`src/rtl/secret_box_ctrl.sv`:
```
`default_nettype none
// ============================================================================
//  Module   : secret_box_ctrl
//  Purpose  : Lock-sequencing controller for the secret box. Compares an
//             entered key against a stored password, counts wrong attempts,
//             holds fail / lockout delays, auto-relocks after a timeout and
//             allows the password to be changed while open.
//  Revision : 1.0 - initial release
// ----------------------------------------------------------------------------
//  Ports
//    clk          in   1      system clock
//    rst          in   1      asynchronous, active-high reset
//    key          in   KEY_W  key switch value
//    enter        in   1      single-cycle pulse from the debouncer
//    set_req      in   1      level; in OPEN, enter stores a new password
//    unlocked     out  1      high in OPEN
//    alarm        out  1      high in LOCKOUT
//    new_key_ack  out  1      one-cycle pulse when the password is updated
//    tries_left   out  2      remaining attempts, saturating at 3
//    r_led        out  1      high in FAIL or LOCKOUT
//    g_led        out  1      high in OPEN
//    b_led        out  1      high in LOCKED or CHECK
//    state_o      out  3      LOCKED=0 CHECK=1 OPEN=2 FAIL=3 LOCKOUT=4
// ============================================================================
module secret_box_ctrl #(
   parameter int unsigned            KEY_W       = 8,
   parameter logic [KEY_W-1:0]       DEFAULT_KEY = 8'hF0,
   parameter int unsigned            MAX_TRIES   = 3,
   parameter int unsigned            FAIL_CYCLES = 25_000_000,
   parameter int unsigned            LOCK_CYCLES = 250_000_000,
   parameter int unsigned            OPEN_CYCLES = 500_000_000
) (
   input  logic             clk,
   input  logic             rst,
   input  logic [KEY_W-1:0] key,
   input  logic             enter,
   input  logic             set_req,
   output logic             unlocked,
   output logic             alarm,
   output logic             new_key_ack,
   output logic [1:0]       tries_left,
   output logic             r_led,
   output logic             g_led,
   output logic             b_led,
   output logic [2:0]       state_o
);

   localparam int unsigned TW = (MAX_TRIES < 1) ? 1 : $clog2(MAX_TRIES + 1);

   localparam logic [TW-1:0] c_MAX_TRIES = TW'(MAX_TRIES);
   localparam logic [TW-1:0] c_ONE_TRY   = TW'(1);
   localparam logic [31:0]   c_FAIL_LOAD = 32'(FAIL_CYCLES - 1);
   localparam logic [31:0]   c_LOCK_LOAD = 32'(LOCK_CYCLES - 1);
   localparam logic [31:0]   c_OPEN_LOAD = 32'(OPEN_CYCLES - 1);

   typedef enum logic [2:0] {
      S_LOCKED  = 3'd0,
      S_CHECK   = 3'd1,
      S_OPEN    = 3'd2,
      S_FAIL    = 3'd3,
      S_LOCKOUT = 3'd4
   } state_t;

   state_t           state_q, state_d;
   logic [31:0]      timer_q, timer_d;
   logic [TW-1:0]    tries_q, tries_d;
   logic [KEY_W-1:0] pwd_q, pwd_d;
   logic [KEY_W-1:0] key_snap_q, key_snap_d;
   logic             ack_q, ack_d;

   logic             w_timer_done;

   assign w_timer_done = (timer_q == 32'd0);

   // -------------------------------------------------------------------------
   // State register
   // -------------------------------------------------------------------------
   always_ff @(posedge clk or posedge rst) begin
      if (rst) begin
         state_q    <= S_LOCKED;
         timer_q    <= 32'd0;
         tries_q    <= c_MAX_TRIES;
         pwd_q      <= DEFAULT_KEY;
         key_snap_q <= '0;
         ack_q      <= 1'b0;
      end else begin
         state_q    <= state_d;
         timer_q    <= timer_d;
         tries_q    <= tries_d;
         pwd_q      <= pwd_d;
         key_snap_q <= key_snap_d;
         ack_q      <= ack_d;
      end
   end

   // -------------------------------------------------------------------------
   // Next-state logic. Timed states are entered with N-1 in the timer and
   // leave on the edge that sees zero, giving exactly N cycles of residence.
   // -------------------------------------------------------------------------
   always_comb begin
      state_d    = state_q;
      timer_d    = timer_q;
      tries_d    = tries_q;
      pwd_d      = pwd_q;
      key_snap_d = key_snap_q;
      ack_d      = 1'b0;

      case (state_q)
         S_LOCKED: begin
            timer_d = 32'd0;
            if (enter) begin
               key_snap_d = key;
               state_d    = S_CHECK;
            end
         end

         S_CHECK: begin
            if (key_snap_q == pwd_q) begin
               state_d = S_OPEN;
               tries_d = c_MAX_TRIES;
               timer_d = c_OPEN_LOAD;
            end else if (tries_q > c_ONE_TRY) begin
               state_d = S_FAIL;
               tries_d = tries_q - c_ONE_TRY;
               timer_d = c_FAIL_LOAD;
            end else begin
               state_d = S_LOCKOUT;
               tries_d = '0;
               timer_d = c_LOCK_LOAD;
            end
         end

         S_OPEN: begin
            // A user action on the expiry edge takes priority over relock.
            if (enter && set_req) begin
               pwd_d   = key;
               ack_d   = 1'b1;
               timer_d = c_OPEN_LOAD;
            end else if (enter || w_timer_done) begin
               state_d = S_LOCKED;
               timer_d = 32'd0;
            end else begin
               timer_d = timer_q - 32'd1;
            end
         end

         S_FAIL: begin
            if (w_timer_done) begin
               state_d = S_LOCKED;
            end else begin
               timer_d = timer_q - 32'd1;
            end
         end

         S_LOCKOUT: begin
            if (w_timer_done) begin
               state_d = S_LOCKED;
               tries_d = c_MAX_TRIES;
            end else begin
               timer_d = timer_q - 32'd1;
            end
         end

         default: begin
            state_d = S_LOCKED;
            timer_d = 32'd0;
         end
      endcase
   end

   // -------------------------------------------------------------------------
   // Moore output decode
   // -------------------------------------------------------------------------
   assign state_o     = state_q;
   assign unlocked    = (state_q == S_OPEN);
   assign g_led       = (state_q == S_OPEN);
   assign alarm       = (state_q == S_LOCKOUT);
   assign r_led       = (state_q == S_FAIL) || (state_q == S_LOCKOUT);
   assign b_led       = (state_q == S_LOCKED) || (state_q == S_CHECK);
   assign new_key_ack = ack_q;

   // tries_left saturates at 3; a 1-bit counter never needs the clamp.
   generate
      if (TW < 2) begin : g_tries_narrow
         assign tries_left = {1'b0, tries_q};
      end else begin : g_tries_wide
         assign tries_left = (tries_q > TW'(3)) ? 2'd3 : tries_q[1:0];
      end
   endgenerate

endmodule
`default_nettype wire
```
`config.mk`:
```
export PLATFORM = sky130hd
export DESIGN_NAME = secret_box_ctrl
export DESIGN_NICKNAME = d
export VERILOG_FILES = /design/src/rtl/secret_box_ctrl.sv
export SDC_FILE = /design/constraint.sdc
export NUM_CORES = 1
export LEC_CHECK = 0
export BUFFER_PORTS_ARGS = -buffer_cell sky130_fd_sc_hd__buf_2
export CAP_MARGIN = 20
export CORE_ASPECT_RATIO = 0.5
export CORE_MARGIN = 2
export CORE_UTILIZATION = 53
export DETAILED_ROUTE_END_ITERATION = 10
export PLACE_DENSITY = 0.75
export SLEW_MARGIN = 20
export SYNTH_ARGS = -nofsm -noshare
export SYNTH_HDL_FRONTEND = slang
export SYNTH_SLANG_ARGS = --single-unit
export TNS_END_PERCENT = 100
```
`constraint.sdc`:
```
create_clock -name clk -period 2.6 [get_ports clk]
set_input_delay 0.78 -clock clk [delete_from_list [all_inputs] [get_ports clk]]
set_output_delay 0.78 -clock clk [all_outputs]
set_load 0.01 [all_outputs]
```
# --- Word-level counts from Yosys, hierarchy flattened ---
# Index checks and enable logic that the tools add are counted.
word_totals:
  register_bits: 54
  in_bits: 12
  out_inout_bits: 11
  word_cells: 53
op_classes:
  add_sub_neg: 2
  n_lt_le_gt_ge: 2
  eq_ne: 11
  muxes: 20
  n_reduce_logical: 12
ops:
  columns: ["op", "n"]
  rows:
  - ["$mux 32", 3]
  - ["$pmux 32 s3", 1]
  - ["$logic_not 32->1", 1]
  - ["$sub 32x1->32 const B", 1]
  - ["$mux 29", 1]
  - ["$mux 28", 1]
  - ["$mux 3", 6]
  - ["$pmux 3 s4", 1]
  - ["$eq 8x8->1", 1]
  - ["$mux 2", 4]
  - ["$eq 3x2->1 const B", 2]
  - ["$ne 2x1->1 const B", 3]
  - ["$ne 2x2->1 const B", 3]
  - ["$reduce_and 2->1", 3]
  - ["$pmux 2 s2", 1]
  - ["$reduce_and 4->1", 1]
  - ["$eq 3x1->1 const B", 1]
  - ["$eq 3x3->1 const B", 1]
  - ["$logic_not 3->1", 1]
  - ["$logic_or 1x1->1", 3]
  - ["$gt 2x1->1 const B", 1]
  - ["$gt 2x2->1 const B", 1]
  - ["$mux 1", 2]
  - ["$reduce_bool 2->1", 1]
  - ["3 further kinds", 3]

# --- Longest topological paths before layout ---
depth:
  ltp_word: 5
  mapped_depth: 8
  ltp_nobuf: 7

# --- Worst setup path before layout ---
# Ideal clock, no wire load.
synth_timing:
  path_type: "register to register"
  startpoint: "register timer_q[2]"
  endpoint: "register timer_q[31]"
  setup_time_ps: 77
  arrival_time_ps: 2344
  t_required_ps: 2523
  setup_slack_ps: 179
  stages_incl_launch_ff: 7
  n_path_buf: 1
  synth_period_minus_slack_ps: 2421
  cell_sequence: "dfrtp_1 > or4_4 > or3_1 > buf_6 > or3_4 > or4_1 > a21oi_1"
synth_between:
  elab_chain_len: 5
  word_cells_on_any_way: 8
  cone_classes: "add/sub (1); eq/ne (1); mux (4); reduce/logical (2)"
synth_rtl:
  columns: ["element", "line", "text"]
  rows:
  - ["from (decl)", "65", "logic [31:0] timer_q, timer_d;"]
  - ["from (signal assigned)", "88", "timer_q <= timer_d;"]
  - ["branches (longest 5 deep; another with $sub 32x1->32)", null, null]
# Several ways; the timed one is not identified. The select of a mux whose other input is x is not followed.
# A chain may end at the register's enable or synchronous reset.

# --- Worst setup path after layout ---
layout_timing:
  startpoint: "register timer_q[2]"
  endpoint: "register timer_q[29]"
# Same word-level chain as after synthesis.

==> flow_summary.yaml <==
detailed_routing:
  drc_errors: 0
  wirelength_mm: 5.54
  drt_iter0_drc: 151
  post_drt_wl_per_cell_um: 15.4
  num_vias: 2072
  drtPass1Iterations: 4
  vias_per_cell: 5.76
  final_antenna_net_count: 0
synthesis:
  synth_area_um2: 2720
  yosys.area.top_type: "dfrtp_1"
  synth_nets: 272
  synth_cell_types: 42
  syn-instance-count: 258
  synth_top_cell_area_share: 0.442
  ys_seq_area_frac: 0.500
  synth-seq-cells: 54
  synthTopCellsByArea: "dfrtp_1, xnor2_1, mux2_2"
  yosys_warnings: 0
  syn_avg_cell_area_um2: 10.5
sta:
  max_freq_mhz: 410
  fin_skew_ns: 0.0139
  period_needed_ns: 2.44
  setup_tns_ns: 0
  setup_viol: 0
  max_slew_margin: 0.599
  finalHoldViolCount: 0
  finalWorstSetupSlack_ns: 0.163
  period_share: 0.937
  grt_setup_unrepaired: "no"
  drv_slew: 0
  tightestPinTransition_ns: 0.596
setup_path:
  required_ns: 2.84
  start_kind: "flop"
  ff2ff_path_depth: 5
  r2r_start: "timer_q[2]"
  cp-endpoint: "timer_q[29]"
  worstSetupPathType: "flop to flop"
  endpoint_kind: "flop"
  cp_data_arrival_time_ns: 2.68
  reg2reg_to: "timer_q[29]"
  crit_start: "timer_q[2]"
  rrSetupSlack_ns: 0.16
  critPathMaxFanout: 6
floorplanning:
  pin_count: 23
  fp-row-count: 18
  die_y_um: 54.6
  die_w_um: 105
  die-area_um2: 5750
  core_um2: 4930
  start_util: 0.551
power:
  total_power_w: 0.00394
  p_leak_nw: 1.31
  ir_drop_mv: 0.696
  power_density_nw_per_um2: 1280
global_route:
  grt_use_met1: 0.275
  grt_first_pass_wirelength_mm: 9.10
  grt_pass1_vias: 1919
  grt_util_met3: 0.0512
  grt_usage: 0.207
  busiest_layer: "met2"
  grt_max_degree: 55
  grt_use_met2: 0.342
  gr-total-overflow: 0
  antenna_found_initial: 0
clocking:
  cts_resized: 0
  cts_buffers: 5
  cts_tree: "done"
  h-tree-depth: 2
  hold_buffers: 0
  clk_pin_slew_ns: 0.10
  clk_latency_ns: 0.31
  cts.root.buffer_cell: "clkbuf_8"
  cts_sinks: 54
  post-cts-setup-buffer-count: 0
  clk_path_buf_depth: 2
flow_run:
  drv_cap: 0
place:
  dp_hpwl_mm: 4.01
  port_buffers: 22
  pre_cts_slack_ns: 0.198
  gp_congestion: 0.789
cells_and_area:
  n_fill_cell: 392
  final_nets: 303
  drive_gt1_frac: 0.255
  n_antenna_cell: 0
  syn_to_final_growth_pct: 13.1
outcome:
  status: "complete, no violations"
worst_hold_path:
  hold_path_class: "input pin to asynchronous set/reset pin"
==> synth_stat cells, drive strengths merged <==
master and n:
dfrtp 48, xnor2 28, o21ai 24, mux2 16, nor2 14, nor4 13
nand2 12, nor3 11, or3 7, or4 7, xor2 7, dfstp 6
nand3 6, o22ai 6, or2 6, clkbuf 5, a21oi 4, buf 4
inv 4, nand4 4, and2 3, nand2b 3, nor2b 3, a2bb2oi 2
ha 2, o221ai 2, o31ai 2, a211oi 1, a21o 1, a22o 1
a31oi 1, and3 1, nand4b 1, nor3b 1, o2bb2ai 1, or3b 1
==> layer usage <==
metal,share of wire,vias to the layer above
met5,0,-
met4,0.0054,0
met3,0.044,5
met2,0.46,40
met1,0.49,1037
li1,-,990
==> where the power goes <==
part | switching, W | internal (W)
clock | 0.000277 | 0.000284
sequential | 0.000315 | 0.00118
combinational | 0.00100 | 0.000884
==> registers in the layout, indices dropped and copies added, names as in the netlist <==
register and cells:
pwd_q 8, new_key_ack 1, state_o 3, tries_q 2, key_snap_q 8, timer_q 32
==> logic make-up (layout without fill, tap and decap cells) <==
logic type | Yosys count | in the layout | share of synthesized area
AND/OR/NAND/NOR | 93 | 93 | 0.191
flip-flops | 54 | 54 | 0.500
AO/OA/AOI/OAI | 45 | 45 | 0.0980
XOR/XNOR | 35 | 35 | 0.113
multiplexers | 16 | 16 | 0.0663
buffers and inverters | 13 | 45 | 0.0225
adder cells (fa/ha/maj) | 2 | 2 | 0.00920
==> worst max-delay path, stage by stage, from the launching register on <==
cell and delay, ns:
dfrtp_1 0.45, or4_4 0.58, or3_1 0.42, or3_4 0.36, or4_1 0.41, a21oi_1 0.16
==> through the flow <==
stage | instance area (um^2) | hold slack, ns | std cells | util
6_report | 3070 | 0.504 | 360 | 0.623
5_1_grt | 3070 | 0.527 | 360 | 0.623
4_1_cts | 3070 | 0.514 | 360 | 0.623
3_5_place_dp | 2970 | 0.518 | 352 | 0.601
3_3_place_gp | 2970 | 0.508 | 352 | 0.601
2_1_floorplan | 2720 | 0.499 | 258 | -
==> cell type report <==
type / count / area [um^2] / share of cell area
Clock inverter: 3 / 40.0 / 0.0130
Timing Repair Buffer: 33 / 205 / 0.0667
Tap cell: 70 / 87.6 / 0.0285
Clock buffer: 5 / 68.8 / 0.0224
Sequential cell: 54 / 1360 / 0.442
Inverter: 4 / 15.0 / 0.00488
Multi-Input combinational cell: 191 / 1300 / 0.422
==> placed cells by master, fill, tap and decap left out, types with 2 or more instances in the layout <==
| cell | count |
|---|---|
| dfrtp_1 | 48 |
| xnor2_1 | 28 |
| o21ai_0 | 23 |
| buf_2 | 22 |
| mux2_2 | 16 |
| nor2_1 | 14 |
| nor4_1 | 13 |
| nand2_1 | 12 |
| nor3_1 | 11 |
| buf_4 | 10 |
| xor2_1 | 7 |
| or2_2 | 6 |
| or4_1 | 6 |
| nand3_1 | 6 |
| o22ai_1 | 6 |
| dfstp_2 | 6 |
| or3_1 | 5 |
| clkbuf_8 | 5 |
| nand4_1 | 4 |
| a21oi_1 | 4 |
| nor2b_1 | 3 |
| and2_1 | 3 |
| nand2b_1 | 3 |
| inv_1 | 3 |
| o31ai_1 | 2 |
| o221ai_1 | 2 |
| a2bb2oi_1 | 2 |
| ha_1 | 2 |
| clkinv_2 | 2 |
==> how the worst min path moves through the flow <==
stage	to	cells past startpoint
global placement	state_o[0]	1
detailed placement	key_snap_q[6]	1
floorplan	timer_q[8]	2
global route	key_snap_q[7]	3
finish	key_snap_q[1]	3
CTS	pwd_q[3]	3
Power figures use the tool's default switching activity.
